==> config.mk <==
export PLATFORM = sky130hd
export DESIGN_NAME = mem_stage_lsu
export DESIGN_NICKNAME = d
export VERILOG_FILES = /design/src/rtl/mem_stage_lsu.sv
export SDC_FILE = /design/constraint.sdc
export NUM_CORES = 1
export LEC_CHECK = 0
export CAP_MARGIN = 25
export CORE_AREA = 4 4 222 224
export DETAILED_ROUTE_END_ITERATION = 12
export DIE_AREA = 0 0 226 228
export PLACE_DENSITY = 0.54
export SYNTH_ARGS = -nofsm -noshare
export SYNTH_HDL_FRONTEND = slang
export SYNTH_SLANG_ARGS = --single-unit
export TNS_END_PERCENT = 1
==> constraint.sdc <==
create_clock -name clk -period 4.4 [get_ports clk]
set_input_delay 0.88 -clock clk [delete_from_list [all_inputs] [get_ports clk]]
set_output_delay 0.88 -clock clk [all_outputs]
set_load 0.01 [all_outputs]
==> src/rtl/mem_stage_lsu.sv <==
// -----------------------------------------------------------------------------
// mem_stage_lsu
//   Load/store unit for the pipeline MEM stage. Turns one MEM-stage load or
//   store into a single-beat 64-bit AXI transaction, freezes the pipeline
//   with `stall` while the bus is busy and reports completion with a
//   one-cycle `resp_valid` pulse carrying extended load data and an error bit.
//
//   Optional build macro:
//     LSU_MISALIGN_TRAP_EN - when defined, an access whose address is not
//       aligned to its size skips the bus and completes with resp_err=1 and
//       resp_data=0. When undefined, the low address bits are masked down to
//       size alignment and the access proceeds normally.
//
// Ports
//   clk, reset           clock, synchronous active-high reset
//   req_*                MEM-stage request (valid, store/load, address, store
//                        data LSB-aligned, size 0=B..3=D, zero-extend)
//   stall                freeze MEM and upstream stages
//   resp_valid/data/err  one-cycle completion, extended load data, error
//   m_axi_ar* / m_axi_r* AXI read address / read data channels (master)
//   m_axi_aw* / m_axi_w* AXI write address / write data channels (master)
//   m_axi_b*             AXI write response channel (master)
// -----------------------------------------------------------------------------
module mem_stage_lsu #(
  parameter int ID_WIDTH   = 13,
  parameter int ADDR_WIDTH = 64,
  parameter int DATA_WIDTH = 64  // only 64 is supported
) (
  input  logic                    clk,
  input  logic                    reset,
  // MEM-stage request
  input  logic                    req_valid,
  input  logic                    req_is_store,
  input  logic [ADDR_WIDTH-1:0]   req_addr,
  input  logic [DATA_WIDTH-1:0]   req_wdata,
  input  logic [1:0]              req_size,
  input  logic                    req_unsigned,
  // Response to the pipeline
  output logic                    stall,
  output logic                    resp_valid,
  output logic [DATA_WIDTH-1:0]   resp_data,
  output logic                    resp_err,
  // AXI read address channel
  output logic [ID_WIDTH-1:0]     m_axi_arid,
  output logic [ADDR_WIDTH-1:0]   m_axi_araddr,
  output logic [7:0]              m_axi_arlen,
  output logic [2:0]              m_axi_arsize,
  output logic [1:0]              m_axi_arburst,
  output logic                    m_axi_arlock,
  output logic [3:0]              m_axi_arcache,
  output logic [2:0]              m_axi_arprot,
  output logic                    m_axi_arvalid,
  input  logic                    m_axi_arready,
  // AXI read data channel
  input  logic [ID_WIDTH-1:0]     m_axi_rid,
  input  logic [DATA_WIDTH-1:0]   m_axi_rdata,
  input  logic [1:0]              m_axi_rresp,
  input  logic                    m_axi_rlast,
  input  logic                    m_axi_rvalid,
  output logic                    m_axi_rready,
  // AXI write address channel
  output logic [ID_WIDTH-1:0]     m_axi_awid,
  output logic [ADDR_WIDTH-1:0]   m_axi_awaddr,
  output logic [7:0]              m_axi_awlen,
  output logic [2:0]              m_axi_awsize,
  output logic [1:0]              m_axi_awburst,
  output logic                    m_axi_awlock,
  output logic [3:0]              m_axi_awcache,
  output logic [2:0]              m_axi_awprot,
  output logic                    m_axi_awvalid,
  input  logic                    m_axi_awready,
  // AXI write data channel
  output logic [DATA_WIDTH-1:0]   m_axi_wdata,
  output logic [DATA_WIDTH/8-1:0] m_axi_wstrb,
  output logic                    m_axi_wlast,
  output logic                    m_axi_wvalid,
  input  logic                    m_axi_wready,
  // AXI write response channel
  input  logic [ID_WIDTH-1:0]     m_axi_bid,
  input  logic [1:0]              m_axi_bresp,
  input  logic                    m_axi_bvalid,
  output logic                    m_axi_bready
);

  typedef enum logic [2:0] {
    IDLE,
    RD_ADDR,
    RD_DATA,
    WR_REQ,
    WR_RESP,
    DONE
  } state_t;

  state_t                    state;

  // Request fields latched at accept
  logic [ADDR_WIDTH-1:0]     addr_q;      // 8-byte aligned bus address
  logic [2:0]                off_q;       // size-aligned byte offset in the beat
  logic [1:0]                size_q;
  logic                      unsigned_q;
  logic [DATA_WIDTH-1:0]     wdata_q;
  logic [DATA_WIDTH/8-1:0]   wstrb_q;

  // Accept-cycle decode
  logic [2:0]                size_mask;   // low address bits that must be 0 for this size
  logic [DATA_WIDTH/8-1:0]   size_bytes;  // byte-enable pattern before shifting
  logic [2:0]                off_in;
  logic                      trap_now;

  logic [DATA_WIDTH-1:0]     rshift;
  logic [DATA_WIDTH-1:0]     load_ext;

  // NOTE: every signal written in an always_comb gets a default first so no
  // path leaves it unassigned; a missing branch would otherwise infer a latch.
  always_comb begin
    size_mask  = 3'b111;
    size_bytes = 8'hFF;
    case (req_size)
      2'd0:    begin size_mask = 3'b000; size_bytes = 8'h01; end
      2'd1:    begin size_mask = 3'b001; size_bytes = 8'h03; end
      2'd2:    begin size_mask = 3'b011; size_bytes = 8'h0F; end
      default: begin size_mask = 3'b111; size_bytes = 8'hFF; end
    endcase
  end

  // Misaligned low bits are simply dropped unless the trap build is selected.
  assign off_in = req_addr[2:0] & ~size_mask;

`ifdef LSU_MISALIGN_TRAP_EN
  assign trap_now = |(req_addr[2:0] & size_mask);
`else
  assign trap_now = 1'b0;
`endif

  // Load extraction: move the addressed lane down to bit 0, then extend.
  assign rshift = m_axi_rdata >> {off_q, 3'b000};

  always_comb begin
    load_ext = rshift;
    case (size_q)
      2'd0: load_ext = unsigned_q ? {56'd0, rshift[7:0]}
                                  : {{56{rshift[7]}}, rshift[7:0]};
      2'd1: load_ext = unsigned_q ? {48'd0, rshift[15:0]}
                                  : {{48{rshift[15]}}, rshift[15:0]};
      2'd2: load_ext = unsigned_q ? {32'd0, rshift[31:0]}
                                  : {{32{rshift[31]}}, rshift[31:0]};
      default: load_ext = rshift;  // doubleword ignores req_unsigned
    endcase
  end

  // NOTE: sequential state uses non-blocking assignments so every register
  // samples pre-edge values regardless of statement order.
  always_ff @(posedge clk) begin
    if (reset) begin
      state         <= IDLE;
      m_axi_arvalid <= 1'b0;
      m_axi_awvalid <= 1'b0;
      m_axi_wvalid  <= 1'b0;
      resp_valid    <= 1'b0;
      resp_data     <= '0;
      resp_err      <= 1'b0;
      addr_q        <= '0;
      off_q         <= '0;
      size_q        <= '0;
      unsigned_q    <= 1'b0;
      wdata_q       <= '0;
      wstrb_q       <= '0;
    end else begin
      resp_valid <= 1'b0;  // pulse: only the transition into DONE raises it
      case (state)
        IDLE: begin
          if (req_valid) begin
            addr_q     <= {req_addr[ADDR_WIDTH-1:3], 3'b000};
            off_q      <= off_in;
            size_q     <= req_size;
            unsigned_q <= req_unsigned;
            wdata_q    <= req_wdata << {off_in, 3'b000};
            wstrb_q    <= size_bytes << off_in;
            resp_data  <= '0;
            resp_err   <= 1'b0;
            if (trap_now) begin
              resp_err   <= 1'b1;
              resp_valid <= 1'b1;
              state      <= DONE;
            end else if (req_is_store) begin
              m_axi_awvalid <= 1'b1;
              m_axi_wvalid  <= 1'b1;
              state         <= WR_REQ;
            end else begin
              m_axi_arvalid <= 1'b1;
              state         <= RD_ADDR;
            end
          end
        end
        RD_ADDR: begin
          if (m_axi_arready) begin
            m_axi_arvalid <= 1'b0;
            state         <= RD_DATA;
          end
        end
        RD_DATA: begin
          if (m_axi_rvalid) begin
            resp_data  <= load_ext;
            resp_err   <= (m_axi_rresp != 2'b00);
            resp_valid <= 1'b1;
            state      <= DONE;
          end
        end
        WR_REQ: begin
          // AW and W complete independently; leave once neither is pending.
          if (m_axi_awready) m_axi_awvalid <= 1'b0;
          if (m_axi_wready)  m_axi_wvalid  <= 1'b0;
          if ((!m_axi_awvalid || m_axi_awready) && (!m_axi_wvalid || m_axi_wready))
            state <= WR_RESP;
        end
        WR_RESP: begin
          if (m_axi_bvalid) begin
            resp_err   <= (m_axi_bresp != 2'b00);
            resp_valid <= 1'b1;
            state      <= DONE;
          end
        end
        DONE:    state <= IDLE;
        default: state <= IDLE;
      endcase
    end
  end

  assign stall = (state == IDLE) ? req_valid : (state != DONE);

  // IDLE keeps both response readies high so beats of an abandoned
  // transaction are drained instead of blocking the slave.
  assign m_axi_rready = (state == IDLE) || (state == RD_DATA);
  assign m_axi_bready = (state == IDLE) || (state == WR_RESP);

  // Fixed single-beat, 8-byte, incrementing burst attributes
  assign m_axi_arid    = '0;
  assign m_axi_araddr  = addr_q;
  assign m_axi_arlen   = 8'd0;
  assign m_axi_arsize  = 3'b011;
  assign m_axi_arburst = 2'b01;
  assign m_axi_arlock  = 1'b0;
  assign m_axi_arcache = 4'd0;
  assign m_axi_arprot  = 3'd0;

  assign m_axi_awid    = '0;
  assign m_axi_awaddr  = addr_q;
  assign m_axi_awlen   = 8'd0;
  assign m_axi_awsize  = 3'b011;
  assign m_axi_awburst = 2'b01;
  assign m_axi_awlock  = 1'b0;
  assign m_axi_awcache = 4'd0;
  assign m_axi_awprot  = 3'd0;

  assign m_axi_wdata   = wdata_q;
  assign m_axi_wstrb   = wstrb_q;
  assign m_axi_wlast   = 1'b1;

  // Only one transaction is ever outstanding, so IDs and rlast carry no information.
  logic unused_inputs;
  assign unused_inputs = ^{m_axi_rid, m_axi_rlast, m_axi_bid};

endmodule
==> results of run 1 <==
==> power groups by stage <==
stage | logic (mW) | clock network [mW] | registers [mW]
after CTS | 2.72 | 2.28 | 2.42
after global routing | 2.92 | 2.35 | 2.46
after detailed placement | 2.71 | 0 | 2.46
after global placement | 2.70 | 0 | 2.45
after floorplan | 1.42 | 0 | 2.49
final | 2.69 | 2.20 | 2.42
==> how the worst min path moves through the flow <==
stage                             start            end  cells past startpoint
after global routing       resp_data[4]   resp_data[4]                      2
after global placement    resp_data[49]  resp_data[49]                      2
after CTS                 resp_data[48]  resp_data[48]                      2
after detailed placement  resp_data[49]  resp_data[49]                      2
final                     resp_data[13]  resp_data[13]                      2
after floorplan           resp_data[56]  resp_data[56]                      2
==> stage by stage <==
step                      total power [mW]  hold WS [ps]  area, sq um  setup WS (ps)
after floorplan                       3.91           479        12000           1910
after global placement                5.15           436        16300            992
after detailed placement              5.16           447        16300            933
after CTS                             7.42           458        17200           1100
after global routing                  7.73           483        17200            993
final                                 7.31           454        17200           1100
==> routing by layer <==
layer	up-vias	global-route usage (%)
li1	5529	-
met1	5496	22.8
met2	445	30.1
met3	78	4.74
met4	6	5.30
met5	-	0
==> final cells by class <==
| class | instances | area [sq um] |
|---|---|---|
| antenna | 2 | 5.00 |
| clock buffer | 40 | 805 |
| clock inverter | 10 | 83.8 |
| fill | 4952 | 30200 |
| inverter | 8 | 30.0 |
| multi-input combinational | 1031 | 6280 |
| sequential | 211 | 4230 |
| tap | 615 | 769 |
| timing repair buffer | 501 | 4970 |
==> cell usage in the layout, fill, tap and decap left out, drive strengths merged, types with 2 or more instances in the layout <==
cell type	count
clkdlybuf4s50	472
nand2	221
dfxtp	211
nor2	126
a21oi	115
mux2i	111
conb	75
o21ai	66
nor3	40
clkbuf	40
a22oi	38
mux2	37
buf	29
o22ai	22
nand3	18
a31oi	18
o2bb2ai	13
a311oi	12
a2bb2oi	10
or2	9
or3	9
mux4	9
a221oi	9
a211oi	9
inv	9
o31ai	9
o221ai	8
nor2b	8
nand2b	8
a221o	6
clkinv	6
a22o	4
nor4	4
or3b	3
diode	2
and3b	2
a21o	2
o22a	2
clkinvlp	2
==> cell usage after synthesis (all sizes together) (12+ instances only) <==
master | n | area share [%]
nand2 | 221 | 7.1
dfxtp | 211 | 36
buf | 171 | 10
nor2 | 126 | 4.1
a21oi | 115 | 4.9
mux2i | 111 | 9.5
clkbuf | 75 | 2.4
o21ai | 66 | 2.8
nor3 | 40 | 1.8
a22oi | 38 | 2.4
mux2 | 37 | 3.6
o22ai | 22 | 1.2
a31oi | 18 | 1.1
nand3 | 18 | 0.77
o2bb2ai | 13 | 0.97
a311oi | 12 | 1.1
==> state kept, by name (all words and copies together), names as in the netlist <==
signal         cells
size_q             2
state              3
resp_err           1
m_axi_awvalid      1
resp_data         64
m_axi_araddr      61
resp_valid         1
off_q              3
m_axi_arvalid      1
m_axi_wdata       64
m_axi_wstrb        8
m_axi_wvalid       1
unsigned_q         1
==> kinds of logic after synthesis <==
| family | count (synthesis) | share of synthesized area [%] |
|---|---|---|
| other cells | 2 | 0.0642 |
| buf+inv | 254 | 13.1 |
| mux | 157 | 14.8 |
| simple gates | 452 | 16.6 |
| flops | 211 | 36.1 |
| compound gates | 347 | 19.3 |
==> worst max-delay path: stages <==
cell and delay (ps):
clkdlybuf4s50_1 520, nor3_1 180, a21oi_1 50, or2_2 300, clkdlybuf4s50_1 490
==> results.cfg, run 1 <==
[synthesis]
yosysSeqAreaShare_pct = 36.1
synthCells = 1423
ys_types = 59
syn_area_sq_um = 11700
postSynth.asyncResetShare_pct = 0
synth_warnings = 0
syn_area_per_cell_sq_um = 8.23
ys_seq_elements = 211
synth_ff_type = dfxtp_1
synth_edf_count = 0

[grt]
globalRouteOverflowTotal = 0
grt_pass1_wl_mm = 73.2
grt_max_degree = 75
grtUsageTotal_pct = 18.0
grt_pass1_vias = 11500
antenna_found_initial = 5

[pwr]
p_int_mw = 4.74
p_sw_mw = 2.57
p_clk_share_pct = 30.1
seqPwrFrac_pct = 33.1
swShare_pct = 35.2
p_per_area_nw_per_um2 = 426
comb_power_share_pct = 36.8
total_leakage_power_nw = 6.46
max-vdd-ir-drop_mv = 0.322

[setup_path]
cp-end-kind = output pin
crit_fanout = 6
crit_arrival_ps = 2420
r2r_start = off_q[0]
worstReg2RegEnd = resp_data[14]
crit_type = input pin to output pin
required_ps = 3520
startpoint_type = input pin
reg2reg_slack_ps = 1340
cp-startpoint = req_valid
rr_worst_depth = 5
cp-endpoint = stall

[finish]
utilization_pct = 36.3
drive_gt1_share_pct = 8.72
stdcell_count = 2418
areaGrowthSynthToFinish_pct = 46.6
fin_nets = 2015

[clocking]
htree_num_levels = 1
cts_tree = done
holdBufCountCts = 0
clk_pin_slew_worst_paths_ps = 50
numCtsBuffers = 27
post_cts_buffers = 0
cts-root-buf = clkbuf_16
cts.sinks = 211
cts_resized = 0
cts_buffer_depth = 3
clkLatencyLatePin_ps = 550

[placement]
dp_hpwl_mm = 37.6
port_buffers = 473
post-place-cells = 2366
gp_congestion = 0.959

[timing]
clock.fmax_mhz = 303
setup_viol = 0
hold_viol = 0
rsz0062_at_grt = no
fin_crit_sh_pct = 75.0
relSlewSlack_pct = 34.1
setup_tns_ps = 0
worst_pin_slew_ps = 986
worst_clock_skew_ps = 27.3
slew_violations = 0
min_period_ps = 3300

[die]
ios = 576
core_area_sq_um = 47300
die-height_microns = 228
rows = 80
start_util_pct = 24.7
die_w_microns = 226
dieArea_sq_um = 51500

[route]
route.met2.wl_mm = 23.4
route.vias.total = 11600
dr.pass1.iters = 5
ant_nets = 0
drc = 0
drtIter0Drc = 661
routed.top_layer = met5
wl_met1_mm = 20.7
finalWirelength_mm = 49.4
dr_wl_met3_mm = 3.66
viasPerCell = 4.78
wl_per_cell_microns = 20.4

[run_status]
status = completed

[min_path]
hold_class = flop to flop

[run]
drv_cap = 0
Power figures use the tool's default switching activity.
==> inputs of run 2 (changes only) <==
--- a/config.mk
+++ b/config.mk
@@ -6,10 +6,10 @@
 export NUM_CORES = 1
 export LEC_CHECK = 0
 export CAP_MARGIN = 25
-export CORE_AREA = 4 4 222 224
+export CORE_AREA = 4 4 224 226
 export DETAILED_ROUTE_END_ITERATION = 12
-export DIE_AREA = 0 0 226 228
-export PLACE_DENSITY = 0.54
+export DIE_AREA = 0 0 228 230
+export PLACE_DENSITY = 0.55
 export SYNTH_ARGS = -nofsm -noshare
 export SYNTH_HDL_FRONTEND = slang
 export SYNTH_SLANG_ARGS = --single-unit
==> constraint.sdc (replaced) <==
create_clock -name clk -period 2.9 [get_ports clk]
set_input_delay 0.58 -clock clk [delete_from_list [all_inputs] [get_ports clk]]
set_output_delay 0.58 -clock clk [all_outputs]
set_load 0.01 [all_outputs]
==> run 2 against run 1 <==
  * Power increased by 51%
  * Clock power up 40%
  * Critical path depth fell by 2
  * Non-clock buffer count up 34
  * Clock-buffer cell count shrank 3
  * Flip-flop and latch count unchanged
  * Combinational power is 59% higher
  * Sequential power rose by 52%
  * Via count up 0.72%
  * First-iteration DRC count rose by 28%
  * Critical path type is now flop to output pin
  * Highest routed layer is now met4
==> results.cfg, run 2 (synthesized netlist as in run 1, its figures left out) <==
[run_status]
status = completed

[die]
core_area_sq_um = 48300
start_util_pct = 24.2
die_w_microns = 228
dieArea_sq_um = 52400
rows = 81
ios = 576
die-height_microns = 230

[route]
wl_per_cell_microns = 20.1
drc = 0
dr.pass1.iters = 5
finalWirelength_mm = 49.3
viasPerCell = 4.74
route.vias.total = 11600
ant_nets = 0
drtIter0Drc = 849

[setup_path]
crit_fanout = 12
worstPathCellList = buf_4, nor2_1, clkdlybuf4s50_1
worstReg2RegEnd = resp_data[28]
cpPeakStageDelay_ps = 630
startpoint_type = flop
crit_type = flop to output pin
cp-end-kind = output pin
rr_worst_depth = 6
r2r_start = state[1]
reg2reg_slack_ps = 600
required_ps = 2320
crit_arrival_ps = 2110
cpMaxStageDelayCell = clkdlybuf4s50_1

[grt]
grt_pass1_vias = 11400
grt_pass1_wl_mm = 72.4
globalRouteOverflowTotal = 0
grt_max_degree = 99
grtUsageTotal_pct = 17.4
antenna_found_initial = 2

[timing]
setup_ws_ps = 207
fin_crit_sh_pct = 92.9
clock.fmax_mhz = 371
min_period_ps = 2690
setup_tns_ps = 0
rsz0062_at_grt = no
setup_viol = 0
worst_clock_skew_ps = 21.1
hold_viol = 0
slew_violations = 0
worst_pin_slew_ps = 830
relSlewSlack_pct = 44.3

[clocking]
post_cts_buffers = 0
numCtsBuffers = 27
clk_pin_slew_worst_paths_ps = 60
cts_resized = 0
cts_buffer_depth = 3
holdBufCountCts = 0
cts_tree = done
htree_num_levels = 1
cts-root-buf = clkbuf_16
cts.sinks = 211
clkLatencyLatePin_ps = 550

[finish]
fin_nets = 2049
filler_cell_count = 5002
drive_gt1_share_pct = 10.0
stdcell_count = 2453
layout_commonest_cell = clkdlybuf4s50_1
layout_common_cells = 472 x clkdlybuf4s50_1, 221 x nand2_1, 210 x dfxtp_1
areaGrowthSynthToFinish_pct = 48.7
utilization_pct = 36.0

[min_path]
hold_depth = 2
hold_path_startpoint = reset
hold_class = input pin to flop
min_to = m_axi_arvalid

[placement]
post-place-cells = 2407
gp_congestion = 0.870
port_buffers = 473
dp_hpwl_mm = 37.7
dp_slack_ps = 39.3

[pwr]
comb_power_share_pct = 38.8
swShare_pct = 35.7
seqPwrFrac_pct = 33.3
p_per_area_nw_per_um2 = 633
p_int_mw = 7.08
p_sw_mw = 3.93
total_leakage_power_nw = 6.59
p_clk_share_pct = 27.9
total_power_mw = 11.0
max-vdd-ir-drop_mv = 0.409

[run]
drv_cap = 0
==> run 2: cell types whose count changed in the layout (fill, tap and decap cells not counted), sizes merged <==
cell,previous run,this run
clkbuf,40,37
bufinv,1,0
buf,29,63
clkinv,6,3
clkinvlp,2,3
==> run 2: worst max path at each step <==
stage	cells past startpoint	startpoint	slack, ps	end
final	3	state[0]	210	m_axi_rready
after CTS	3	state[0]	170	m_axi_rready
after floorplan	9	req_size[0]	710	m_axi_wdata[41]
after global routing	4	state[2]	60	stall
after global placement	7	req_valid	80	m_axi_wdata[7]
after detailed placement	7	req_valid	40	m_axi_wdata[7]
==> run 2: per-layer routing <==
layer / track usage (%) / wire length [microns] / up-vias
met2: 28.4 / 23000 / 442
met4: 5.13 / 1320 / 0
li1: - / - / 5589
met3: 4.00 / 3540 / 75
met1: 23.0 / 21400 / 5531
met5: 0 / 0 / -
==> run 2: through the flow <==
step / hold slack [ps] / area [sq um]
floorplan: 479 / 12000
global placement: 437 / 16600
detailed placement: 445 / 16600
CTS: 341 / 17400
global route: 351 / 17400
finish: 375 / 17400
==> run 2: area by class of cell <==
cell class	instances	area, sq um	area share (%)
sequential	211	4230	24.3
tap	622	778	4.47
antenna	2	5.00	0.0287
multi-input combinational	1031	6280	36.1
timing repair buffer	535	5300	30.5
inverter	8	30.0	0.172
clock buffer	37	743	4.27
clock inverter	7	50.0	0.287
==> run 2: power by group through the flow <==
stage                     sequential, mW  combinational [mW]  clock (mW)
after floorplan                     3.78                2.15           0
after global placement              3.71                4.26           0
after detailed placement            3.72                4.28           0
after CTS                           3.67                4.30        3.17
after global routing                3.72                4.60        3.28
final                               3.67                4.28        3.07
==> run 2: worst max-delay path, delay by kind of cell, from the launching register on <==
family | cells | cell delay (ps)
and+or+nand+nor | 1 | 310
buffers and inverters | 2 | 860
DFF | 1 | 410
==> inputs of run 3 (changes only) <==
--- a/config.mk
+++ b/config.mk
@@ -5,11 +5,11 @@
 export SDC_FILE = /design/constraint.sdc
 export NUM_CORES = 1
 export LEC_CHECK = 0
-export CAP_MARGIN = 25
 export CORE_AREA = 4 4 224 226
 export DETAILED_ROUTE_END_ITERATION = 12
 export DIE_AREA = 0 0 228 230
 export PLACE_DENSITY = 0.55
+export REMOVE_ABC_BUFFERS = 1
 export SYNTH_ARGS = -nofsm -noshare
 export SYNTH_HDL_FRONTEND = slang
 export SYNTH_SLANG_ARGS = --single-unit
==> run 3 against run 2 <==
  * Combinational power fell by 1%
  * Register-to-register slack worse by 210 ps
  * Critical path depth stayed put
  * Non-clock buffer count down 10
  * Hold slack better by 40 ps
  * Core utilization is 0.078 points higher
  * Die area did not move
  * Flip-flop and latch count is the same
  * Final cell count down 0.41%
==> results.cfg, run 3 (synthesized netlist as in run 1, its figures left out) <==
[clocking]
cts_tree = done
clkLatencyLatePin_ps = 540
cts-root-buf = clkbuf_16
post_cts_buffers = 0
clk_pin_slew_worst_paths_ps = 60
numCtsBuffers = 27
cts_buffer_depth = 3
htree_num_levels = 1
cts.sinks = 211

[die]
rows = 81
die-height_microns = 230
ios = 576
start_util_pct = 24.2
dieArea_sq_um = 52400
die_w_microns = 228
core_area_sq_um = 48300

[grt]
antenna_found_initial = 1
grt_pass1_vias = 11400
grtUsageTotal_pct = 17.2
grt.met3_usage_pct = 4.19
use_met1_pct = 22.3
grt.met2_usage_pct = 28.5
grt_max_degree = 103
top_usage_layer = met2
grt_pass1_wl_mm = 71.7
globalRouteOverflowTotal = 0

[finish]
fin_area_sq_um = 17400
areaGrowthSynthToFinish_pct = 49.1
diodes = 0
stdcell_count = 2443
layout_commonest_cell = clkdlybuf4s50_1
drive_gt1_share_pct = 9.83
fin_nets = 2039
layout_common_cells = 472 x clkdlybuf4s50_1, 221 x nand2_1, 209 x dfxtp_1
filler_cell_count = 4993

[setup_path]
startpoint_type = flop
cp_num_buf_inv = 1
crit_type = flop to output pin
required_ps = 2320
cp-end-kind = output pin
cpPeakStageDelay_ps = 680
cpMaxStageDelayCell = dfxtp_1
crit_fanout = 17
worstPathCellList = a21oi_1, or2_2, clkdlybuf4s50_1
path_delay_family = flip-flops
crit_arrival_ps = 2120

[route]
dr.pass1.iters = 5
finalWirelength_mm = 48.7
drtIter0Drc = 762
viasPerCell = 4.76
drc = 0
route.vias.total = 11600
wl_per_cell_microns = 19.9
ant_nets = 0

[timing]
fin_crit_sh_pct = 93.1
relSlewSlack_pct = 44.0
worst_pin_slew_ps = 833
setup_tns_ps = 0
worst_clock_skew_ps = 19.2
hold-worst-slack_ps = 415
rsz0062_at_grt = no
setup_viol = 0
min_period_ps = 2700
clock.fmax_mhz = 370
hold_viol = 0
slew_violations = 0

[placement]
placed_area_sq_um = 16600
dp_hpwl_mm = 36.5
port_buffers = 473
post-place-cells = 2397
gp_congestion = 0.856

[pwr]
total_power_mw = 11.3
max-vdd-ir-drop_mv = 0.382
total_leakage_power_nw = 6.60
p_per_area_nw_per_um2 = 646

[min_path]
hold_class = input pin to flop

[run_status]
status = completed

[run]
drv_cap = 0
run 3: changes by cell type in the layout (fill, tap and decap cells not counted):
| cell | change |
|---|---|
| buf_4 | -13 |
| clkinv_2 | +5 |
| buf_12 | +3 |
| bufinv_16 | +3 |
| clkbuf_1 | -3 |
| diode_2 | -2 |
| clkinv_4 | -1 |
| clkinvlp_4 | -1 |
| dfxtp_1 | -1 |
| dfxtp_2 | +1 |
| inv_6 | -1 |
run 3: metal layers:
| layer | share of wire, % | vias up | wire (microns) |
|---|---|---|---|
| met5 | 0.027 | - | 13 |
| met1 | 43 | 5564 | 21000 |
| met2 | 47 | 432 | 23100 |
| met4 | 2.4 | 2 | 1190 |
| met3 | 7.0 | 58 | 3390 |
| li1 | - | 5577 | - |
run 3: final cells by class:
cell class              instances  area (sq um)  share of cell area [%]
well taps                     622           778                    4.46
multi-input cells            1031          6280                    36.0
flip-flops and latches        211          4230                    24.2
inverters                       8          30.0                   0.172
repair buffers                525          5260                    30.2
clock buffers                  34           732                    4.20
clock inverters                12           140                   0.803
run 3: power by group:
group	switching (mW)	internal (mW)
combinational	2.22	2.00
sequential	0.373	3.31
clock	1.32	2.03
total	3.92	7.35
run 3: worst paths after layout:
path / from / slack (ps) / end / depth (start not counted)
worst max-delay path: state[2] / 200 / stall / 3
worst max register to register: off_q[2] / 390 / resp_data[56] / 7
worst min-delay path: reset / 410 / resp_data[0] / 2
worst min register to register: resp_data[40] / 450 / resp_data[40] / 2
run 3: metrics by stage:
step                      worst slack [ps]  utilization [%]
after floorplan                      -3350                -
after global placement                85.6             34.3
after detailed placement              39.2             34.3
after CTS                             63.7             36.1
after global routing                  91.0             36.1
final                                  200             36.1
run 3: worst register-to-register path: stages, from the launching register on:
cell	delay, ps
dfxtp_1	500
buf_4	280
nand2b_1	150
o22ai_1	160
nor4_4	770
a311oi_4	70
buf_12	210
o31ai_1	280
run 3: repair_timing:
action	in CTS	in global routing
hold buffers	0	0
endpoints found under the setup margin	0	1
endpoints found under the hold margin	0	0
gates resized for setup	0	1
